**src/rtl/pb_bus_pkg.sv**
```systemverilog
// Shared types and constants for the lamp-card parallel bus arbiter and its clients.
package pb_bus_pkg;

   typedef enum logic [1:0] {
      ARB_IDLE       = 2'd0,
      ARB_GRANT      = 2'd1,
      ARB_TURNAROUND = 2'd2
   } arb_state_t;

   // Requester slots on the lamp-card bus, used to index req and grant.
   localparam int PB_REQ_CMD   = 0;
   localparam int PB_REQ_RESET = 1;
   localparam int PB_REQ_POLL  = 2;

   // Turnaround counter width; covers the full 0..255 turnaround range.
   localparam int PB_TA_W = 8;

endpackage

```
**src/rtl/pb_bus_arbiter_if.sv**
```systemverilog
// Request/grant bundle between the bus-cycle state machines and the bus arbiter.
interface pb_bus_arbiter_if
   import pb_bus_pkg::*;
#(
   parameter int NUM_REQ = 3
) ();

   localparam int ID_W = $clog2(NUM_REQ);

   logic [NUM_REQ-1:0] req;
   logic [NUM_REQ-1:0] grant;
   logic [ID_W-1:0]    grant_id;
   logic               bus_busy;
   logic               timeout_pulse;
   logic [ID_W-1:0]    timeout_id;
   logic [NUM_REQ-1:0] lockout;

   modport master (
      output req,
      input  grant,
      input  grant_id,
      input  bus_busy,
      input  timeout_pulse,
      input  timeout_id,
      input  lockout
   );

   modport slave (
      input  req,
      output grant,
      output grant_id,
      output bus_busy,
      output timeout_pulse,
      output timeout_id,
      output lockout
   );

endinterface

```
**src/rtl/pb_rr_picker.sv**
```systemverilog
// Combinational round-robin picker: first set bit of eligible searching upward
// from last_owner+1, wrapping modulo NUM_REQ.
module pb_rr_picker
   import pb_bus_pkg::*;
#(
   parameter int NUM_REQ = 3,
   parameter int ID_W    = $clog2(NUM_REQ)
) (
   input  logic [NUM_REQ-1:0] eligible,
   input  logic [ID_W-1:0]    last_owner,
   output logic               found,
   output logic [ID_W-1:0]    winner
);

   int cand;

   // Walk offsets from farthest to nearest so the nearest eligible index wins.
   always_comb begin
      found  = 1'b0;
      winner = '0;
      cand   = 0;
      for (int off = NUM_REQ; off >= 1; off--) begin
         cand = (int'(last_owner) + off) % NUM_REQ;
         if (eligible[ID_W'(cand)]) begin
            found  = 1'b1;
            winner = ID_W'(cand);
         end
      end
   end

endmodule

```
**src/rtl/pb_bus_arbiter.sv**
```systemverilog
// Round-robin owner arbitration for the shared lamp-card parallel bus with idle turnaround.
// Define PB_ARB_TIMEOUT_EN to build the grant watchdog, lockout and timeout reporting.
module pb_bus_arbiter
   import pb_bus_pkg::*;
#(
   parameter int NUM_REQ           = 3,
   parameter int TURNAROUND_CYCLES = 4,
   parameter int TIMEOUT_CYCLES    = 2700
) (
   input  logic            clock,
   input  logic            reset_n,
   pb_bus_arbiter_if.slave bus
);

   localparam int                ID_W      = $clog2(NUM_REQ);
   localparam logic [ID_W-1:0]   LAST_INIT = ID_W'(NUM_REQ - 1);
   localparam logic [PB_TA_W-1:0] TA_LOAD  =
      (TURNAROUND_CYCLES == 0) ? '0 : PB_TA_W'(TURNAROUND_CYCLES - 1);

   if (NUM_REQ < 2 || NUM_REQ > 8 ||
       TURNAROUND_CYCLES < 0 || TURNAROUND_CYCLES > 255 ||
       TIMEOUT_CYCLES < 1 || TIMEOUT_CYCLES > 65535) begin : g_param_check
      $error("pb_bus_arbiter: parameter outside its legal range");
   end

   arb_state_t          state_q, state_d;
   logic [NUM_REQ-1:0]  grant_q, grant_d;
   logic [ID_W-1:0]     grant_id_q, grant_id_d;
   logic [ID_W-1:0]     last_owner_q, last_owner_d;
   logic                bus_busy_q, bus_busy_d;
   logic [PB_TA_W-1:0]  ta_cnt_q, ta_cnt_d;

   logic [NUM_REQ-1:0]  eligible;
   logic                pick_found;
   logic [ID_W-1:0]     pick_winner;
   logic                rel_now;

`ifdef PB_ARB_TIMEOUT_EN
   localparam int              WD_W   = $clog2(TIMEOUT_CYCLES + 1);
   localparam logic [WD_W-1:0] WD_MAX = WD_W'(TIMEOUT_CYCLES - 1);

   logic [WD_W-1:0]     wd_cnt_q, wd_cnt_d;
   logic                timeout_pulse_q, timeout_pulse_d;
   logic [ID_W-1:0]     timeout_id_q, timeout_id_d;
   logic [NUM_REQ-1:0]  lockout_q, lockout_d;

   assign eligible = bus.req & ~lockout_q;
`else
   assign eligible = bus.req;
`endif

   pb_rr_picker #(
      .NUM_REQ (NUM_REQ),
      .ID_W    (ID_W)
   ) u_picker (
      .eligible   (eligible),
      .last_owner (last_owner_q),
      .found      (pick_found),
      .winner     (pick_winner)
   );

   always_comb begin
      state_d      = state_q;
      grant_d      = grant_q;
      grant_id_d   = grant_id_q;
      last_owner_d = last_owner_q;
      bus_busy_d   = bus_busy_q;
      ta_cnt_d     = ta_cnt_q;
      rel_now      = 1'b0;
`ifdef PB_ARB_TIMEOUT_EN
      wd_cnt_d        = wd_cnt_q;
      timeout_pulse_d = 1'b0;
      timeout_id_d    = timeout_id_q;
      // A lockout bit lifts as soon as its requester is seen idle.
      lockout_d       = lockout_q & bus.req;
`endif

      case (state_q)
         ARB_IDLE: begin
            if (pick_found) begin
               state_d      = ARB_GRANT;
               grant_d      = NUM_REQ'(1) << pick_winner;
               grant_id_d   = pick_winner;
               last_owner_d = pick_winner;
               bus_busy_d   = 1'b1;
`ifdef PB_ARB_TIMEOUT_EN
               wd_cnt_d     = '0;
`endif
            end
         end

         ARB_GRANT: begin
            if (!bus.req[grant_id_q]) begin
               rel_now = 1'b1;
            end
`ifdef PB_ARB_TIMEOUT_EN
            else if (wd_cnt_q == WD_MAX) begin
               rel_now                = 1'b1;
               timeout_pulse_d        = 1'b1;
               timeout_id_d           = grant_id_q;
               lockout_d[grant_id_q]  = 1'b1;
            end else begin
               wd_cnt_d = wd_cnt_q + WD_W'(1);
            end
`endif
         end

         ARB_TURNAROUND: begin
            if (ta_cnt_q == '0) begin
               state_d    = ARB_IDLE;
               bus_busy_d = 1'b0;
            end else begin
               ta_cnt_d = ta_cnt_q - PB_TA_W'(1);
            end
         end

         default: begin
            state_d    = ARB_IDLE;
            grant_d    = '0;
            bus_busy_d = 1'b0;
         end
      endcase

      // Release and revocation share the exit path; a zero turnaround skips straight to IDLE.
      if (rel_now) begin
         grant_d = '0;
         if (TURNAROUND_CYCLES == 0) begin
            state_d    = ARB_IDLE;
            bus_busy_d = 1'b0;
         end else begin
            state_d  = ARB_TURNAROUND;
            ta_cnt_d = TA_LOAD;
         end
      end
   end

   always_ff @(posedge clock or negedge reset_n) begin
      if (!reset_n) begin
         state_q         <= ARB_IDLE;
         grant_q         <= '0;
         grant_id_q      <= '0;
         last_owner_q    <= LAST_INIT;
         bus_busy_q      <= 1'b0;
         ta_cnt_q        <= '0;
`ifdef PB_ARB_TIMEOUT_EN
         wd_cnt_q        <= '0;
         timeout_pulse_q <= 1'b0;
         timeout_id_q    <= '0;
         lockout_q       <= '0;
`endif
      end else begin
         state_q         <= state_d;
         grant_q         <= grant_d;
         grant_id_q      <= grant_id_d;
         last_owner_q    <= last_owner_d;
         bus_busy_q      <= bus_busy_d;
         ta_cnt_q        <= ta_cnt_d;
`ifdef PB_ARB_TIMEOUT_EN
         wd_cnt_q        <= wd_cnt_d;
         timeout_pulse_q <= timeout_pulse_d;
         timeout_id_q    <= timeout_id_d;
         lockout_q       <= lockout_d;
`endif
      end
   end

   assign bus.grant    = grant_q;
   assign bus.grant_id = grant_id_q;
   assign bus.bus_busy = bus_busy_q;

`ifdef PB_ARB_TIMEOUT_EN
   assign bus.timeout_pulse = timeout_pulse_q;
   assign bus.timeout_id    = timeout_id_q;
   assign bus.lockout       = lockout_q;
`else
   assign bus.timeout_pulse = 1'b0;
   assign bus.timeout_id    = '0;
   assign bus.lockout       = '0;
`endif

endmodule

```
**src/flat_wrapper.sv**
```systemverilog
// flat-port wrapper written by rule: the top's interface ports become plain ports
module pb_bus_arbiter_flat import pb_bus_pkg::*;
#(
   parameter int NUM_REQ           = 3,
   parameter int TURNAROUND_CYCLES = 4,
   parameter int TIMEOUT_CYCLES    = 2700
)
  (clock, reset_n, bus_req, bus_grant, bus_grant_id, bus_bus_busy, bus_timeout_pulse, bus_timeout_id, bus_lockout);
  pb_bus_arbiter_if #(.NUM_REQ(NUM_REQ)) bus_i ();
  input  logic clock;
  input  logic reset_n;
  input wire logic [$bits(bus_i.req)-1:0] bus_req;
  output wire logic [$bits(bus_i.grant)-1:0] bus_grant;
  output wire logic [$bits(bus_i.grant_id)-1:0] bus_grant_id;
  output wire logic [$bits(bus_i.bus_busy)-1:0] bus_bus_busy;
  output wire logic [$bits(bus_i.timeout_pulse)-1:0] bus_timeout_pulse;
  output wire logic [$bits(bus_i.timeout_id)-1:0] bus_timeout_id;
  output wire logic [$bits(bus_i.lockout)-1:0] bus_lockout;
  assign bus_i.req = bus_req;
  assign bus_grant = bus_i.grant;
  assign bus_grant_id = bus_i.grant_id;
  assign bus_bus_busy = bus_i.bus_busy;
  assign bus_timeout_pulse = bus_i.timeout_pulse;
  assign bus_timeout_id = bus_i.timeout_id;
  assign bus_lockout = bus_i.lockout;
  pb_bus_arbiter #(.NUM_REQ(NUM_REQ), .TURNAROUND_CYCLES(TURNAROUND_CYCLES), .TIMEOUT_CYCLES(TIMEOUT_CYCLES)) u_core (.clock(clock), .reset_n(reset_n), .bus(bus_i));
endmodule
```
**config.mk**
```make
export PLATFORM = sky130hd
export DESIGN_NAME = pb_bus_arbiter_flat
export DESIGN_NICKNAME = d
export VERILOG_FILES = /design/src/rtl/pb_bus_pkg.sv /design/src/rtl/pb_bus_arbiter_if.sv /design/src/rtl/pb_rr_picker.sv /design/src/rtl/pb_bus_arbiter.sv /design/src/flat_wrapper.sv
export SDC_FILE = /design/constraint.sdc
export NUM_CORES = 1
export LEC_CHECK = 0
export BUFFER_PORTS_ARGS = -buffer_cell sky130_fd_sc_hd__buf_4
export CAP_MARGIN = 20
export CORE_MARGIN = 2
export CORE_UTILIZATION = 55
export CTS_CLUSTER_SIZE = 8
export DETAILED_ROUTE_END_ITERATION = 10
export PLACE_DENSITY_LB_ADDON = 0.12
export SETUP_SLACK_MARGIN = 0.1
export SLEW_MARGIN = 15
export SYNTH_ARGS = -nofsm -noshare
export SYNTH_HDL_FRONTEND = slang
export SYNTH_HIERARCHICAL = 1
export SYNTH_SLANG_ARGS = --single-unit
```
**constraint.sdc**
```tcl
create_clock -name clock -period 4.65 [get_ports clock]
set_clock_uncertainty 0.1 [all_clocks]
set_input_delay 0.93 -clock clock [delete_from_list [all_inputs] [get_ports clock]]
set_output_delay 0.93 -clock clock [all_outputs]
set_load 0.03 [all_outputs]
```
# Word-level counts from Yosys, hierarchy flattened
# Index checks and enable logic that the tools add are counted.
word_totals:
  ff_bits: 18
  in_bits: 5
  out_inout_bits: 12
  word_cells: 69
op_classes:
  addsub: 4
  div_mod_pow: 3
  order_cmp: 4
  eq_ne: 9
  shift: 1
  mux: 32
  bitwise: 1
  n_reduce_logical: 9
op_table:
  columns: ["operator", "n"]
  rows:
  - ["$mod A32 B3 Y32 const B", 3]
  - ["$mux W8", 3]
  - ["$mux W1", 14]
  - ["$lt A2 B4 Y1 const B", 3]
  - ["$mux W2", 6]
  - ["$ne A2 B1 Y1 const B", 5]
  - ["$bmux W1 S2", 4]
  - ["$logic_not A8 Y1", 1]
  - ["$sub A8 B1 Y8 const B", 1]
  - ["$add A2 B2 Y3 const B", 2]
  - ["$mux W3", 2]
  - ["$ne A3 B1 Y1 const B", 2]
  - ["$pmux W2 S3", 1]
  - ["$pmux W3 S2", 1]
  - ["$reduce_and A2 Y1", 3]
  - ["$reduce_and A3 Y1", 2]
  - ["$add A2 B1 Y3 const B", 1]
  - ["$lt A2 B3 Y1 const B", 1]
  - ["$pmux W1 S3", 1]
  - ["$shl A1 B2 Y3 const A", 1]
  - ["$eq A2 B1 Y1 const B", 1]
  - ["$eq A2 B2 Y1 const B", 1]
  - ["$logic_not A2 Y1", 1]
  - ["$reduce_bool A2 Y1", 1]
  - ["2 further kinds", 2]

# Depth between registers and ports, before layout
logic_depth:
  word_depth: 12
  ltp_mapped: 10
  depth_no_buf: 9

# Modules after synthesis
# The synthesis kept the hierarchy.
by_module_without_submodules:
  columns: ["mod", "instances", "cells_each", "area_each_um2", "seq_area_each_um2"]
  rows:
  - ["pb_bus_arbiter", 1, 86, 914.6, 426.7]
  - ["pb_rr_picker", 1, 36, 245.2, 0.0]

# Worst setup path before layout
# No wires, ideal clock.
synth_timing:
  path_type: "input to register"
  start: "in bus_req[0]"
  end: "reg u_core.grant_q[0] (netlist: u_core/bus.grant[0])"
  setup_time_ns: 0.125
  t_arrival_ns: 2.048
  required_ns: 4.425
  setup_slack_ns: 2.378
  cell_stages: 6
  n_path_buf: 0
  path_cell_list: "a21boi_0 a221oi_1 o21ai_0 nor2b_1 o2bb2ai_1 mux2_2"
synth_via:
  word_cells_on_any_way: 26
  classes_between: "2 x eq/ne; 1 x shift; 22 x mux; 1 x reduce/logical"
synth_rtl:
  columns: ["element", "line_no", "rtl"]
  rows:
  - ["from (decl)", "flat_wrapper.sv:12", "input wire logic [$bits(bus_i.req)-1:0] bus_req;"]
  - ["$bmux W1 S2", "pb_rr_picker.sv:24", "if (eligible[ID_W'(cand)]) begin"]
  - ["$mux W1 (implied by the code) (2 in a row)", "pb_rr_picker.sv:24", null]
  - ["$mux W1 (2 in a row)", "pb_rr_picker.sv:24", null]
  - ["$mux W1 (*)", "pb_rr_picker.sv:24", null]
  - ["named net u_core.pick_found", "pb_bus_arbiter.sv:34", "logic pick_found;"]
  - ["$ne A3 B1 Y1 (no source line) (*)", null, null]
  - ["$reduce_and A2 Y1 (no source line) (*)", null, null]
  - ["to (signal assigned)", "pb_bus_arbiter.sv:153", "grant_q <= grant_d;"]
  - ["to (decl)", "pb_bus_arbiter.sv:27", "logic [NUM_REQ-1:0] grant_q, grant_d;"]
# Mark *: on every way through the listed nets, which the timed path passes. The rest lies on a longest branch. The select of a mux whose other input is x is not followed.
# A chain may end at the register's enable or synchronous reset.

# Worst setup path after layout
layout_timing:
  start: "reg u_core.grant_id_q[0] (netlist: u_core/bus.grant_id[0])"
  end: "reg u_core.grant_q[2] (netlist: u_core/bus.grant[2])"
layout_via:
  elab_chain_cells: 6
  word_cells_on_any_way: 8
  classes_between: "2 x eq/ne; 5 x mux; 1 x reduce/logical"
layout_rtl:
  columns: ["element", "line_no", "rtl"]
  rows:
  - ["from (decl)", "pb_bus_arbiter.sv:28", "logic [ID_W-1:0] grant_id_q, grant_id_d;"]
  - ["from (signal assigned)", "pb_bus_arbiter.sv:154", "grant_id_q <= grant_id_d;"]
  - ["$bmux W1 S2 (*)", "pb_bus_arbiter.sv:93", "if (!bus.req[grant_id_q]) begin"]
  - ["$mux W1 (implied by the code) (*)", "pb_bus_arbiter.sv:93", null]
  - ["$mux W1 (*)", "pb_bus_arbiter.sv:93", null]
  - ["$mux W1 (*)", "pb_bus_arbiter.sv:78", "case (state_q)"]
  - ["$ne A3 B1 Y1 (no source line) / $ne A2 B1 Y1 (equally long branches)", null, null]
  - ["$reduce_and A2 Y1 (no source line)", null, null]
# Mark *: on every way between the ends. The rest lies on a longest branch, timed or not. The select of a mux whose other input is x is not followed.

==> results.sh <==
export IMPL_stdcell_count=156
export IMPL_synth_seq_cells=17
export IMPL_tns_ns=0
export IMPL_final_core_util_pct=62.1
export IMPL_cp_data_arrival_time_ns=2.57
export IMPL_grt_pass1_wl_mm=3.53
export IMPL_drt_wl_total_mm=2.01
export IMPL_overflow=0
export IMPL_routed_via_density=5.53
export IMPL_setup_ws_ns=2.16
export IMPL_start_util_pct=58.5
export IMPL_clkLatencyLatePin_ns=0.28
export IMPL_clkTransAtPathRegs_ns=0.10
export IMPL_crit_top_cell="o21ai_0"
export IMPL_rows=16
export IMPL_pin_count=17
export IMPL_crit_family="compound AO/OA/AOI/OAI gates"
export IMPL_gr_usage_all_layers_pct=18.2
export IMPL_ys_warn_count=6
export IMPL_endpoint_kind="register"
export IMPL_slew_viol_final=0
export IMPL_ant_nets=0
export IMPL_slowest_delay_ns=0.49
export IMPL_async_reset_ff_share_pct=100
export IMPL_fin_area_um2=1230
export IMPL_post_dp_cell_area_um2=1200
export IMPL_synth_most_common_cell="dfrtp_1"
export IMPL_period_share_pct=53.6
export IMPL_power_mw=0.818
export IMPL_layout_nets=141
export IMPL_syn_inst=122
export IMPL_vias=863
export IMPL_die_area_um2=2490
export IMPL_vdd_ir_drop_worst_uv=394
export IMPL_critPathKind="reg -> reg"
export IMPL_cts_resized=0
export IMPL_status="complete, no violations"
export IMPL_die_w_um=49.9
export IMPL_coreArea_um2=1980
export IMPL_drt_first_pass_iters=4
export IMPL_cts_setup_buffers=0
export IMPL_critical_path_buf_inv_count=0
export IMPL_drt_drc_violations_left=0
export IMPL_io_buffers=10
export IMPL_synth_area_um2=1160
export IMPL_maxCapViolCount=0
export IMPL_synthTopCellsByArea="dfrtp_1, ha_1, mux2_2"
export IMPL_crit_required_ns=4.72
export IMPL_rsz0062_at_grt="false"
export IMPL_cts_tree="done"
export IMPL_synth_flop_cell="dfrtp_1"
export IMPL_detail_route_wl_per_cell_um=12.9
export IMPL_cts_num_sinks=17
export IMPL_cts_root_buf="clkbuf_4"
export IMPL_power_density_nw_per_um2=665
export IMPL_period_needed_ns=2.49
export IMPL_regToRegStartpoint="u_core/bus.grant_id[0]"
export IMPL_synth_common_cells="dfrtp_1, inv_1, a21oi_1, buf_4, nand2_1"
export IMPL_grt_max_degree=18
export IMPL_yosys_area_top_type="dfrtp_1"
export IMPL_critPathLaunch="u_core/bus.grant_id[0]"
export IMPL_n_antenna_cell=0
export IMPL_place_inst=152
export IMPL_startpoint_type="register"
export IMPL_syn_area_per_cell_um2=9.51
export IMPL_p_leak_nw=0.556
export IMPL_finalHoldViolations=0
export IMPL_h_tree_depth=1
export IMPL_cp_slowest_cell="dfrtp_1"
export IMPL_dp_hpwl_mm=1.52
export IMPL_synth_cell_types=36
export IMPL_crit_chain="ha_1, mux2i_1, o21ai_0, a21oi_1, o21ai_0, nor2b_1, o2bb2ai_1, mux2_2"
export IMPL_hold_slack_ns=0.384
export IMPL_routabilityCongestion=0.761
export IMPL_max_freq_ghz=0.401
export IMPL_hold_path_class="in -> async"
export IMPL_first_iter_violations=13
export IMPL_worst_pin_slew_ns=0.489
export IMPL_cp_max_fo=10
export IMPL_fp_dieH_um=49.9
export IMPL_slew_headroom_pct=67.1
export IMPL_ys_seq_area_share_pct=36.8
export IMPL_yosysTopAreaCellShare_pct=34.5
export IMPL_clockBufferDepth=2
export IMPL_setup_viol=0
export IMPL_syn2layout_area_growth_pct=6.04
export IMPL_synth_edff_count=0
export IMPL_grt_pass1_vias=802
export IMPL_cts_made_buffers=3
export IMPL_layout_drive_gt1_share_pct=17.1
export IMPL_antenna_found_initial=0
export IMPL_dp_slack_ns=2.07
export IMPL_hold_buffers=0
[registers in the layout, indices dropped and copies added (netlist names)]
register             count
u_core/ta_cnt_q          8
u_core/bus.grant         3
u_core/bus.grant_id      2
u_core/state_q           2
u_core/bus.bus_busy      1
u_core/last_owner_q      1
[power breakdown]
part           switching (mW)  internal, mW  total [mW]
logic                   0.264         0.205       0.470
clock network          0.0445        0.0333      0.0778
registers              0.0598         0.211       0.271
[final timing paths]
| kind | end | slack [ns] | depth (start not counted) |
|---|---|---|---|
| setup / recovery | u_core/bus.grant[2] | 2.16 | 8 |
| hold / removal | u_core/ta_cnt_q[0] | 0.38 | 1 |
| setup reg to reg | u_core/bus.grant[2] | 2.16 | 8 |
| hold reg to reg | u_core/bus.grant[0] | 0.42 | 1 |
| max in group asynchronous | u_core/last_owner_q[1] | 3.81 | 1 |
| min in group clock | u_core/bus.grant[0] | 0.42 | 1 |
[worst reg2reg max path: cells and delay by family, from the launching register on]
| family | cells | cell delay (ns) |
|---|---|---|
| flip-flops | 1 | 0.49 |
| AND/OR/NAND/NOR | 1 | 0.16 |
| adder cells (fa/ha/maj) | 1 | 0.40 |
| AO/OA/AOI/OAI | 4 | 0.63 |
| multiplexers | 2 | 0.60 |
[layout make-up]
type	count	area, µm²
Sequential cell	17	427
Multi-Input combinational cell	90	638
Tap cell	27	33.8
Fill cell	180	752
Clock buffer	4	26.3
Inverter	8	30.0
Timing Repair Buffer	10	75.1
[routing by layer]
metal | vias to the layer above | track usage [%] | share of wire (%)
met3 | 2 | 2.73 | 2.8
met4 | 0 | 6.94 | 1.1
li1 | 434 | - | -
met1 | 412 | 25.3 | 50
met5 | - | 0 | 0
met2 | 15 | 28.7 | 46
[layout by cell type (no fill, tap or decap), drive strengths merged, types with 2 or more instances in the layout]
cell / netlist / routed
dfrtp: 16 / 16
buf: 10 / 10
inv: 8 / 8
nand2: 7 / 7
a21oi: 7 / 7
nand2b: 6 / 6
mux2: 6 / 6
ha: 6 / 6
conb: 1 / 6
o21ai: 5 / 5
nor2: 4 / 4
mux2i: 4 / 4
nor2b: 4 / 4
xnor2: 4 / 4
o22ai: 4 / 4
clkbuf: 2 / 4
nor4: 3 / 3
or3: 3 / 3
o211ai: 3 / 3
nor4b: 3 / 3
nand3b: 2 / 2
a211oi: 2 / 2
o21bai: 2 / 2
a21boi: 2 / 2
[kinds of logic (layout without fill, tap and decap cells)]
| kind of cell | Yosys count | in the layout | synth area share (%) |
|---|---|---|---|
| muxes | 10 | 10 | 9.28 |
| other | 1 | 6 | 0.323 |
| xor gates and xnor gates | 4 | 4 | 3.02 |
| adders and majority gates | 6 | 6 | 6.47 |
| buffers and inverters | 20 | 22 | 9.82 |
| AOI/OAI and AO/OA | 30 | 30 | 16.8 |
| and+or+nand+nor | 34 | 34 | 17.5 |
| DFF | 17 | 17 | 36.8 |
No activity file was read; power rests on OpenSTA's default activity.
